--- config.mk ---
export PLATFORM = sky130hd
export DESIGN_NAME = mem_access
export DESIGN_NICKNAME = d
export VERILOG_FILES = /design/src/rtl/mem_pkg.sv /design/src/rtl/mem_lane_fmt.sv /design/src/rtl/mem_access.sv
export SDC_FILE = /design/constraint.sdc
export NUM_CORES = 1
export LEC_CHECK = 0
export ABC_AREA = 0
export CORE_ASPECT_RATIO = 0.7
export CORE_MARGIN = 10
export CORE_UTILIZATION = 35
export DETAILED_ROUTE_END_ITERATION = 16
export HOLD_SLACK_MARGIN = 0.15
export PLACE_DENSITY = 0.76
export SLEW_MARGIN = 20
export SYNTH_ARGS = -nofsm -noshare
export SYNTH_HDL_FRONTEND = slang
export SYNTH_SLANG_ARGS = --single-unit
--- constraint.sdc ---
create_clock -name clk -period 2 [get_ports clk]
set_clock_uncertainty 0.05 [all_clocks]
set_input_delay 0.4 -clock clk [delete_from_list [all_inputs] [get_ports clk]]
set_output_delay 0.4 -clock clk [all_outputs]
set_load 0.02 [all_outputs]
--- src/rtl/mem_pkg.sv ---
`default_nettype none
// ============================================================================
// mem_pkg : load/store encodings, FSM states and byte enables for mem_access
// Revision : 1.0
// ============================================================================
package mem_pkg;

    localparam int ALUOP_W = 8;
    localparam int WORD_W  = 32;

    localparam logic [ALUOP_W-1:0] EXE_LB_OP  = 8'b1110_0000;
    localparam logic [ALUOP_W-1:0] EXE_LH_OP  = 8'b1110_0001;
    localparam logic [ALUOP_W-1:0] EXE_LW_OP  = 8'b1110_0011;
    localparam logic [ALUOP_W-1:0] EXE_LBU_OP = 8'b1110_0100;
    localparam logic [ALUOP_W-1:0] EXE_LHU_OP = 8'b1110_0101;
    localparam logic [ALUOP_W-1:0] EXE_SB_OP  = 8'b1110_1000;
    localparam logic [ALUOP_W-1:0] EXE_SH_OP  = 8'b1110_1001;
    localparam logic [ALUOP_W-1:0] EXE_SW_OP  = 8'b1110_1011;

    typedef enum logic [1:0] {
        IDLE = 2'd0,
        BUSY = 2'd1,
        DONE = 2'd2
    } mem_state_e;

    localparam logic [3:0] SEL_NONE    = 4'b0000;
    localparam logic [3:0] SEL_WORD    = 4'b1111;
    localparam logic [3:0] SEL_HALF_HI = 4'b1100;
    localparam logic [3:0] SEL_HALF_LO = 4'b0011;
    localparam logic [3:0] SEL_BYTE0   = 4'b1000;
    localparam logic [3:0] SEL_BYTE1   = 4'b0100;
    localparam logic [3:0] SEL_BYTE2   = 4'b0010;
    localparam logic [3:0] SEL_BYTE3   = 4'b0001;

    // Big-endian: byte offset 0 lives in the most significant lane.
    function automatic logic [3:0] byte_sel(input logic [1:0] offset);
        logic [3:0] sel;
        case (offset)
            2'b00:   sel = SEL_BYTE0;
            2'b01:   sel = SEL_BYTE1;
            2'b10:   sel = SEL_BYTE2;
            default: sel = SEL_BYTE3;
        endcase
        return sel;
    endfunction

endpackage
`default_nettype wire

--- src/rtl/mem_lane_fmt.sv ---
`default_nettype none
// ============================================================================
// mem_lane_fmt : byte-lane select, store replication and load extension
// Revision : 1.0
// ============================================================================
module mem_lane_fmt
    import mem_pkg::*;
(
    input  logic [ALUOP_W-1:0] aluop_i,
    input  logic [1:0]         addr_lo_i,
    input  logic [WORD_W-1:0]  reg2_i,
    input  logic [WORD_W-1:0]  rdata_i,
    output logic               is_mem_o,
    output logic               is_load_o,
    output logic               misalign_o,
    output logic [3:0]         sel_o,
    output logic [WORD_W-1:0]  wdata_o,
    output logic [WORD_W-1:0]  load_data_o
);

    logic [7:0]  w_byte;
    logic [15:0] w_half;
    logic [3:0]  w_half_sel;

    always_comb begin
        case (addr_lo_i)
            2'b00:   w_byte = rdata_i[31:24];
            2'b01:   w_byte = rdata_i[23:16];
            2'b10:   w_byte = rdata_i[15:8];
            default: w_byte = rdata_i[7:0];
        endcase
        w_half     = addr_lo_i[1] ? rdata_i[15:0] : rdata_i[31:16];
        w_half_sel = addr_lo_i[1] ? SEL_HALF_LO : SEL_HALF_HI;
    end

    always_comb begin
        is_mem_o    = 1'b0;
        is_load_o   = 1'b0;
        misalign_o  = 1'b0;
        sel_o       = SEL_NONE;
        wdata_o     = '0;
        load_data_o = '0;
        case (aluop_i)
            EXE_LB_OP, EXE_LBU_OP: begin
                is_mem_o    = 1'b1;
                is_load_o   = 1'b1;
                sel_o       = byte_sel(addr_lo_i);
                load_data_o = (aluop_i == EXE_LB_OP) ? {{24{w_byte[7]}}, w_byte}
                                                     : {24'd0, w_byte};
            end
            EXE_LH_OP, EXE_LHU_OP: begin
                is_mem_o    = 1'b1;
                is_load_o   = 1'b1;
                misalign_o  = addr_lo_i[0];
                sel_o       = w_half_sel;
                load_data_o = (aluop_i == EXE_LH_OP) ? {{16{w_half[15]}}, w_half}
                                                     : {16'd0, w_half};
            end
            EXE_LW_OP: begin
                is_mem_o    = 1'b1;
                is_load_o   = 1'b1;
                misalign_o  = |addr_lo_i;
                sel_o       = SEL_WORD;
                load_data_o = rdata_i;
            end
            EXE_SB_OP: begin
                is_mem_o = 1'b1;
                sel_o    = byte_sel(addr_lo_i);
                wdata_o  = {4{reg2_i[7:0]}};
            end
            EXE_SH_OP: begin
                is_mem_o   = 1'b1;
                misalign_o = addr_lo_i[0];
                sel_o      = w_half_sel;
                wdata_o    = {2{reg2_i[15:0]}};
            end
            EXE_SW_OP: begin
                is_mem_o   = 1'b1;
                misalign_o = |addr_lo_i;
                sel_o      = SEL_WORD;
                wdata_o    = reg2_i;
            end
            default: ;
        endcase
    end

endmodule
`default_nettype wire

--- src/rtl/mem_access.sv ---
`default_nettype none
// ============================================================================
// mem_access : MEM stage, runs loads/stores on a req/ack bus and stalls the pipe
// Revision : 1.0
// ============================================================================
module mem_access
    import mem_pkg::*;
#(
    parameter int ADDR_W = 32,
    parameter int DATA_W = 32
) (
    input  logic               clk,
    input  logic               rst,
    input  logic [5:0]         stall,
    input  logic [ALUOP_W-1:0] mem_aluop,
    input  logic [ADDR_W-1:0]  mem_mem_addr,
    input  logic [DATA_W-1:0]  mem_reg2,
    input  logic [4:0]         mem_wd,
    input  logic               mem_wreg,
    input  logic [DATA_W-1:0]  mem_wdata,
    input  logic               mem_whilo,
    input  logic [DATA_W-1:0]  mem_hi,
    input  logic [DATA_W-1:0]  mem_lo,
    output logic [4:0]         wb_wd,
    output logic               wb_wreg,
    output logic [DATA_W-1:0]  wb_wdata,
    output logic               wb_whilo,
    output logic [DATA_W-1:0]  wb_hi,
    output logic [DATA_W-1:0]  wb_lo,
    output logic               stallreq_mem,
    output logic               misalign,
    output logic               dbus_req,
    output logic               dbus_we,
    output logic [ADDR_W-1:0]  dbus_addr,
    output logic [3:0]         dbus_sel,
    output logic [DATA_W-1:0]  dbus_wdata,
    input  logic [DATA_W-1:0]  dbus_rdata,
    input  logic               dbus_ack
);

    logic              w_is_mem;
    logic              w_is_load;
    logic              w_misalign;
    logic [3:0]        w_sel;
    logic [DATA_W-1:0] w_wdata;
    logic [DATA_W-1:0] w_load_data;
    logic              w_aligned_op;
    logic              w_stall_unused;

    mem_state_e        state_q, state_d;
    logic              req_q, req_d;
    logic              we_q, we_d;
    logic [ADDR_W-1:0] addr_q, addr_d;
    logic [3:0]        sel_q, sel_d;
    logic [DATA_W-1:0] wdata_q, wdata_d;
    logic [DATA_W-1:0] result_q, result_d;
    logic              misalign_q, misalign_d;

    mem_lane_fmt u_lane_fmt (
        .aluop_i     (mem_aluop),
        .addr_lo_i   (mem_mem_addr[1:0]),
        .reg2_i      (mem_reg2),
        .rdata_i     (dbus_rdata),
        .is_mem_o    (w_is_mem),
        .is_load_o   (w_is_load),
        .misalign_o  (w_misalign),
        .sel_o       (w_sel),
        .wdata_o     (w_wdata),
        .load_data_o (w_load_data)
    );

    assign w_aligned_op   = w_is_mem & ~w_misalign;
    assign w_stall_unused = ^{stall[5], stall[3:0]};

    always_ff @(posedge clk or negedge rst) begin
        if (!rst) begin
            state_q    <= IDLE;
            req_q      <= 1'b0;
            we_q       <= 1'b0;
            addr_q     <= '0;
            sel_q      <= SEL_NONE;
            wdata_q    <= '0;
            result_q   <= '0;
            misalign_q <= 1'b0;
        end else begin
            state_q    <= state_d;
            req_q      <= req_d;
            we_q       <= we_d;
            addr_q     <= addr_d;
            sel_q      <= sel_d;
            wdata_q    <= wdata_d;
            result_q   <= result_d;
            misalign_q <= misalign_d;
        end
    end

    always_comb begin
        state_d  = state_q;
        req_d    = req_q;
        we_d     = we_q;
        addr_d   = addr_q;
        sel_d    = sel_q;
        wdata_d  = wdata_q;
        result_d = result_q;
        // Pulse when the misaligned op leaves the stage, so a held op reports once.
        misalign_d = w_is_mem & w_misalign & ~stall[4];
        case (state_q)
            IDLE: begin
                if (w_aligned_op) begin
                    state_d = BUSY;
                    req_d   = 1'b1;
                    we_d    = ~w_is_load;
                    addr_d  = {mem_mem_addr[ADDR_W-1:2], 2'b00};
                    sel_d   = w_sel;
                    wdata_d = w_wdata;
                end
            end
            BUSY: begin
                if (dbus_ack) begin
                    state_d = DONE;
                    req_d   = 1'b0;
                    if (w_is_load) begin
                        result_d = w_load_data;
                    end
                end
            end
            DONE: begin
                if (!stall[4]) begin
                    state_d = IDLE;
                end
            end
            default: state_d = IDLE;
        endcase
    end

    always_comb begin
        wb_wd        = mem_wd;
        wb_wreg      = mem_wreg;
        wb_wdata     = mem_wdata;
        wb_whilo     = mem_whilo;
        wb_hi        = mem_hi;
        wb_lo        = mem_lo;
        stallreq_mem = w_aligned_op & (state_q != DONE);
        if (w_is_mem) begin
            wb_wreg = mem_wreg & w_is_load & ~w_misalign;
            if (!w_misalign) begin
                wb_wdata = result_q;
            end
        end
        if (!rst) begin
            wb_wd        = '0;
            wb_wreg      = 1'b0;
            wb_wdata     = '0;
            wb_whilo     = 1'b0;
            wb_hi        = '0;
            wb_lo        = '0;
            stallreq_mem = 1'b0;
        end
    end

    assign dbus_req   = req_q;
    assign dbus_we    = we_q;
    assign dbus_addr  = addr_q;
    assign dbus_sel   = sel_q;
    assign dbus_wdata = wdata_q;
    assign misalign   = misalign_q;

endmodule
`default_nettype wire
# Yosys cells after proc, flatten, opt, wreduce, memory -nomap -nowiden
# Index checks and enable logic that the tools add are counted.
[word_totals] register_bits=103 inputBits=216 output_inout_bits=175 wordCells=77
[op_classes] eq_ne=16 muxes=29 bitwise=9 reduce_logical=15
[op_table] op="32-bit 2-to-1 mux" n=7
[op_table] op="32-bit case mux with 3 select lines" n=2
[op_table] op="8-bit == test (second input constant)" n=8
[op_table] op="4-bit case mux with 3 select lines" n=2
[op_table] op="8-bit case mux with 3 select lines" n=1
[op_table] op="16-bit 2-to-1 mux" n=1
[op_table] op="3-bit AND reduction" n=3
[op_table] op="1-bit 2-to-1 mux" n=8
[op_table] op="2-bit inequality test (second input constant)" n=4
[op_table] op="2-bit OR reduction" n=4
[op_table] op="8-bit OR reduction" n=1
[op_table] op="1-bit bitwise AND" n=6
[op_table] op="2-bit 2-to-1 mux" n=3
[op_table] op="2-bit case mux with 3 select lines" n=1
[op_table] op="3-bit OR reduction" n=2
[op_table] op="5-bit 2-to-1 mux" n=1
[op_table] op="5-bit OR reduction" n=1
[op_table] op="2-bit by 1-bit == test with 1-bit output (second input constant)" n=2
[op_table] op="2-bit == test (second input constant)" n=2
[op_table] op="2-bit zero test" n=2
[op_table] op="4-bit 2-to-1 mux" n=1
[op_table] op="1-bit case mux with 2 select lines" n=2
[op_table] op="1-bit NOT" n=3
[op_table] op="2-bit AND reduction" n=1
[op_table] op="2-bit nonzero test" n=1

# Longest topological paths before layout
[depth] ltp_word=7 mapped_depth=7 ltp_nobuf=4

# Modules after synthesis
# Synthesis repeated with hierarchy kept, for this count alone.
[hier_totals] cells_unflattened=600 area_unflattened_um2=6532.5
[modules_own_cells] module="mem_access" n_inst=1 cells_each=420 area_each_um2=5054.8 seq_area_each_um2=2577.5
[modules_own_cells] module="mem_lane_fmt" n_inst=1 cells_each=180 area_each_um2=1477.7 seq_area_each_um2=0.0

# Least setup slack after synthesis
# OpenSTA, ideal clock, no wires.
[synth_timing] path_kind="input -> output" start="in mem_aluop[3]" end="out wb_wdata[10]" t_arrival_ps=1921 required_ps=1550 path_slack_ps=-371 path_stages=7 path_buffers=3 path_cell_list="buf_2 > o21ai_1 > nand2_1 > a211oi_1 > buf_4 > buf_4 > mux2i_1"
[synth_via] elab_chain_cells=6 elab_cells_between_ends=16 cone_classes="8 x eq/ne; 5 x mux; 3 x reduce/logical"
[synth_rtl] item="from (decl)" line_no="mem_access.sv:15" rtl="input logic [ALUOP_W-1:0] mem_aluop,"
[synth_rtl] item="8-bit == test" line_no="mem_lane_fmt.sv:43" rtl="case (aluop_i)"
[synth_rtl] item="3-bit OR reduction (no line) / 2-bit OR reduction (equally long branches)"
[synth_rtl] item="1-bit case mux with 2 select lines" line_no="mem_lane_fmt.sv:43"
[synth_rtl] item="32-bit 2-to-1 mux" line_no="mem_access.sv:146" rtl="if (!w_misalign) begin"
[synth_rtl] item="32-bit 2-to-1 mux (*)" line_no="mem_access.sv:144" rtl="if (w_is_mem) begin"
[synth_rtl] item="32-bit 2-to-1 mux (*)" line_no="mem_access.sv:150" rtl="if (!rst) begin"
[synth_rtl] item="to (decl)" line_no="mem_access.sv:26" rtl="output logic [DATA_W-1:0] wb_wdata,"
# Every way passes the cells marked *; elsewhere a longest branch is shown, timed or not.

# Final worst setup path
[layout_timing] start="in mem_aluop[0]" end="out wb_wdata[18]"
# The elaborated chain is that of the path after synthesis.

==> metrics.csv <==
metric;value;unit
Async SR Flop Fraction;1.00;
peak supply drop;0.458;mV
Startpoint Class;input port;
fmax;420;MHz
Hold WS;0.160;ns
Final Critical Period;2.38;ns
core area;18100;µm²
failing checks;setup timing;
largest cells by area after synthesis;dfrtp_1, mux2i_1, and2_1;
R2R setup slack;0.09;ns
clock transition at the registers of the reported paths;0.09;ns
Critical Path RT;1.55;ns
Ports;391;
Place WS;-1.23;ns
Residual DRC;0;
Die Width;183;µm
initial antenna violation count;0;
gr usage total;0.238;
IO buf count;383;
Routed Antenna Nets;0;
Max clock buf depth;2;
Inserted Clock Buffers;9;
initial core utilization;0.357;
vias in the first global route;6975;
sequential area share after synthesis;0.398;
routability cong.;0.897;
PwrDens;558;nW/µm²
P&R area growth vs syn;88.6;%
FF-to-FF Start;state_q[1];
arrival time worst endpoint;1.93;ns
M1 WL;13.5;mm
Hold Path Class;in -> async;
Overflow after GRT;0;
ANT cells;0;
Synth top area share;0.398;
Ys Warns;0;
Final period util;1.19;
Num Clock Sinks;103;
Crit. End Element;output port;
CTS root buffer;clkbuf_16;
FF-to-FF path depth;8;
Initial DRT Pass Iterations;4;
ratio of cells with drive above 1 in the final layout;0.250;
EDFF count, synth;0;
worst setup margin;-0.384;ns
fillers;1451;
Setup CP Type;in -> out;
htree depth;3;
first-pass GRT wire length;45.2;mm
nets;1356;
final WL;30.6;mm
# Max-Cap Violations;0;
RSZ-0062 raised after global routing;yes;
fin. max-slew vios;0;
drt initial violations;460;
Final Hold Viols;0;
vias per inst;5.02;
CTS tree;built;
Synth cell types;53;
Post-Syn Instances;681;
via count;6936;
area of the die;24400;µm²
largest net degree at the start of global routing;45;
Routed met2 length;14.6;mm
DR WL/cell;22.1;µm
Rel. slew slack;0.660;
run status;finished with violations;
final setup fails;34;
Main synth FF type;dfrtp_1;
die height;134;µm
Syn Area/Cell;9.50;µm²
DR top layer;met4;
worst reg2reg path endpoint;dbus_sel[2];
synthesized flop and latch total;103;
routed wl met3;1.91;mm
FP Rows;41;
critical-path maximum fanout;6;
final core occ;0.674;
clk_lat worst skew;0.34;ns
Worst-Margin Slew;0.510;ns
static leakage power;5.30;nW
Yosys top cell by area;dfrtp_1;
HPWL Detailed;24.8;mm
Synth Cell Area;6470;µm²
[metal layers]
metal	up-vias	GRT usage
li1	3307	-
met5	-	0
met4	0	0.0491
met1	3358	0.314
met3	31	0.0522
met2	240	0.390
[through the flow]
stage	cells	setup TNS, ns	total power, mW	instance area [µm²]
2_1_floorplan	682	-3.48	3.62	6960
3_3_place_gp	1342	-88.93	5.06	11700
3_5_place_dp	1342	-92.58	5.10	11700
4_1_cts	1372	-11.00	6.86	12100
5_1_grt	1381	-12.95	7.11	12200
6_report	1381	-10.78	6.81	12200
[critical path, stage by stage]
cell and delay [ns]:
clkdlybuf4s15_1 0.25, buf_4 0.19, a211oi_4 0.25, buf_4 0.16
buf_12 0.13, buf_12 0.15, mux2i_4 0.24, buf_6 0.15
[cells by family after synthesis]
group,share of synthesized area
AO/OA/AOI/OAI,0.145
buffers and inverters,0.0592
flip-flops,0.398
multiplexers,0.209
other,0.000580
AND/OR/NAND/NOR,0.188
[power by group]
part           total [mW]  internal [mW]  switching [mW]
Sequential           2.48           2.33           0.143
Clock                1.76          0.876           0.888
Combinational        2.57           1.41            1.16
Total                6.81           4.62            2.19
[cell usage in the layout (no fill, tap or decap), types with 17 or more instances in the layout]
cell / synthesis / routed
and2_1: 73 / 73
buf_12: 0 / 17
nor2_1: 29 / 26
dlygate4sd2_1: 0 / 67
mux2i_4: 0 / 28
clkdlybuf4s50_1: 0 / 268
dfrtp_1: 103 / 103
mux2_4: 20 / 20
a21oi_1: 41 / 40
a22oi_1: 24 / 24
mux2i_1: 59 / 30
a31oi_1: 30 / 30
nand2_1: 105 / 104
mux2_2: 26 / 26
buf_6: 2 / 35
buf_4: 7 / 99
[layout make-up]
class                   count  area [µm²]  area share
repair buffers            509        5030       0.412
multi-input cells         503        3960       0.325
well taps                 236         295      0.0242
clock inverters             7        61.3     0.00503
clock buffers               9         225      0.0185
flip-flops and latches    103        2580       0.211
inverters                  14        52.6     0.00431
[Yosys cell counts, types with 2 or more instances]
cell       instances
a211oi_2           2
a21oi_1           41
a221oi_1           2
a22oi_1           24
a31oi_1           30
and2_1            73
and4b_1            2
buf_2             27
buf_4              7
buf_6              2
buf_8              2
clkbuf_1          24
dfrtp_1          103
inv_1             12
mux2_1            11
mux2_2            26
mux2_4            20
mux2i_1           59
mux4_2             2
nand2_1          105
nand2b_1           7
nor2_1            29
nor2b_1            3
nor3_1             2
nor3b_1            2
o2111ai_1          2
o21ai_0           14
o21ai_1            3
o2bb2ai_1         17
or3b_2             5
[repair_timing]
action	in CTS	in global routing
endpoints found under the setup margin	196	46
pin swaps	4	1
buffers inserted	6	8
gates resized for setup	303	8
gates cloned	1	3
hold endpoints to repair	25	0
hold buffers	7	0
[state kept, by name, summed over array words and instances, names as in the netlist]
name,flops
dbus_addr,30
dbus_wdata,32
dbus_we,1
state_q,2
dbus_req,1
result_q,32
dbus_sel,4
misalign,1
[worst max path at each step]
| stage | start | to | slack [ns] | cells after the start |
|---|---|---|---|---|
| after floorplan | mem_aluop[1] | wb_wdata[10] | -0.12 | 7 |
| final | mem_aluop[0] | wb_wdata[18] | -0.38 | 8 |
| after global placement | mem_aluop[1] | wb_wdata[18] | -1.23 | 9 |
| after CTS | mem_aluop[1] | wb_wdata[18] | -0.35 | 10 |
| after global routing | mem_aluop[1] | wb_wdata[18] | -0.45 | 10 |
| after detailed placement | mem_aluop[1] | wb_wdata[18] | -1.23 | 9 |
No activity file was read; power rests on OpenSTA's default activity.
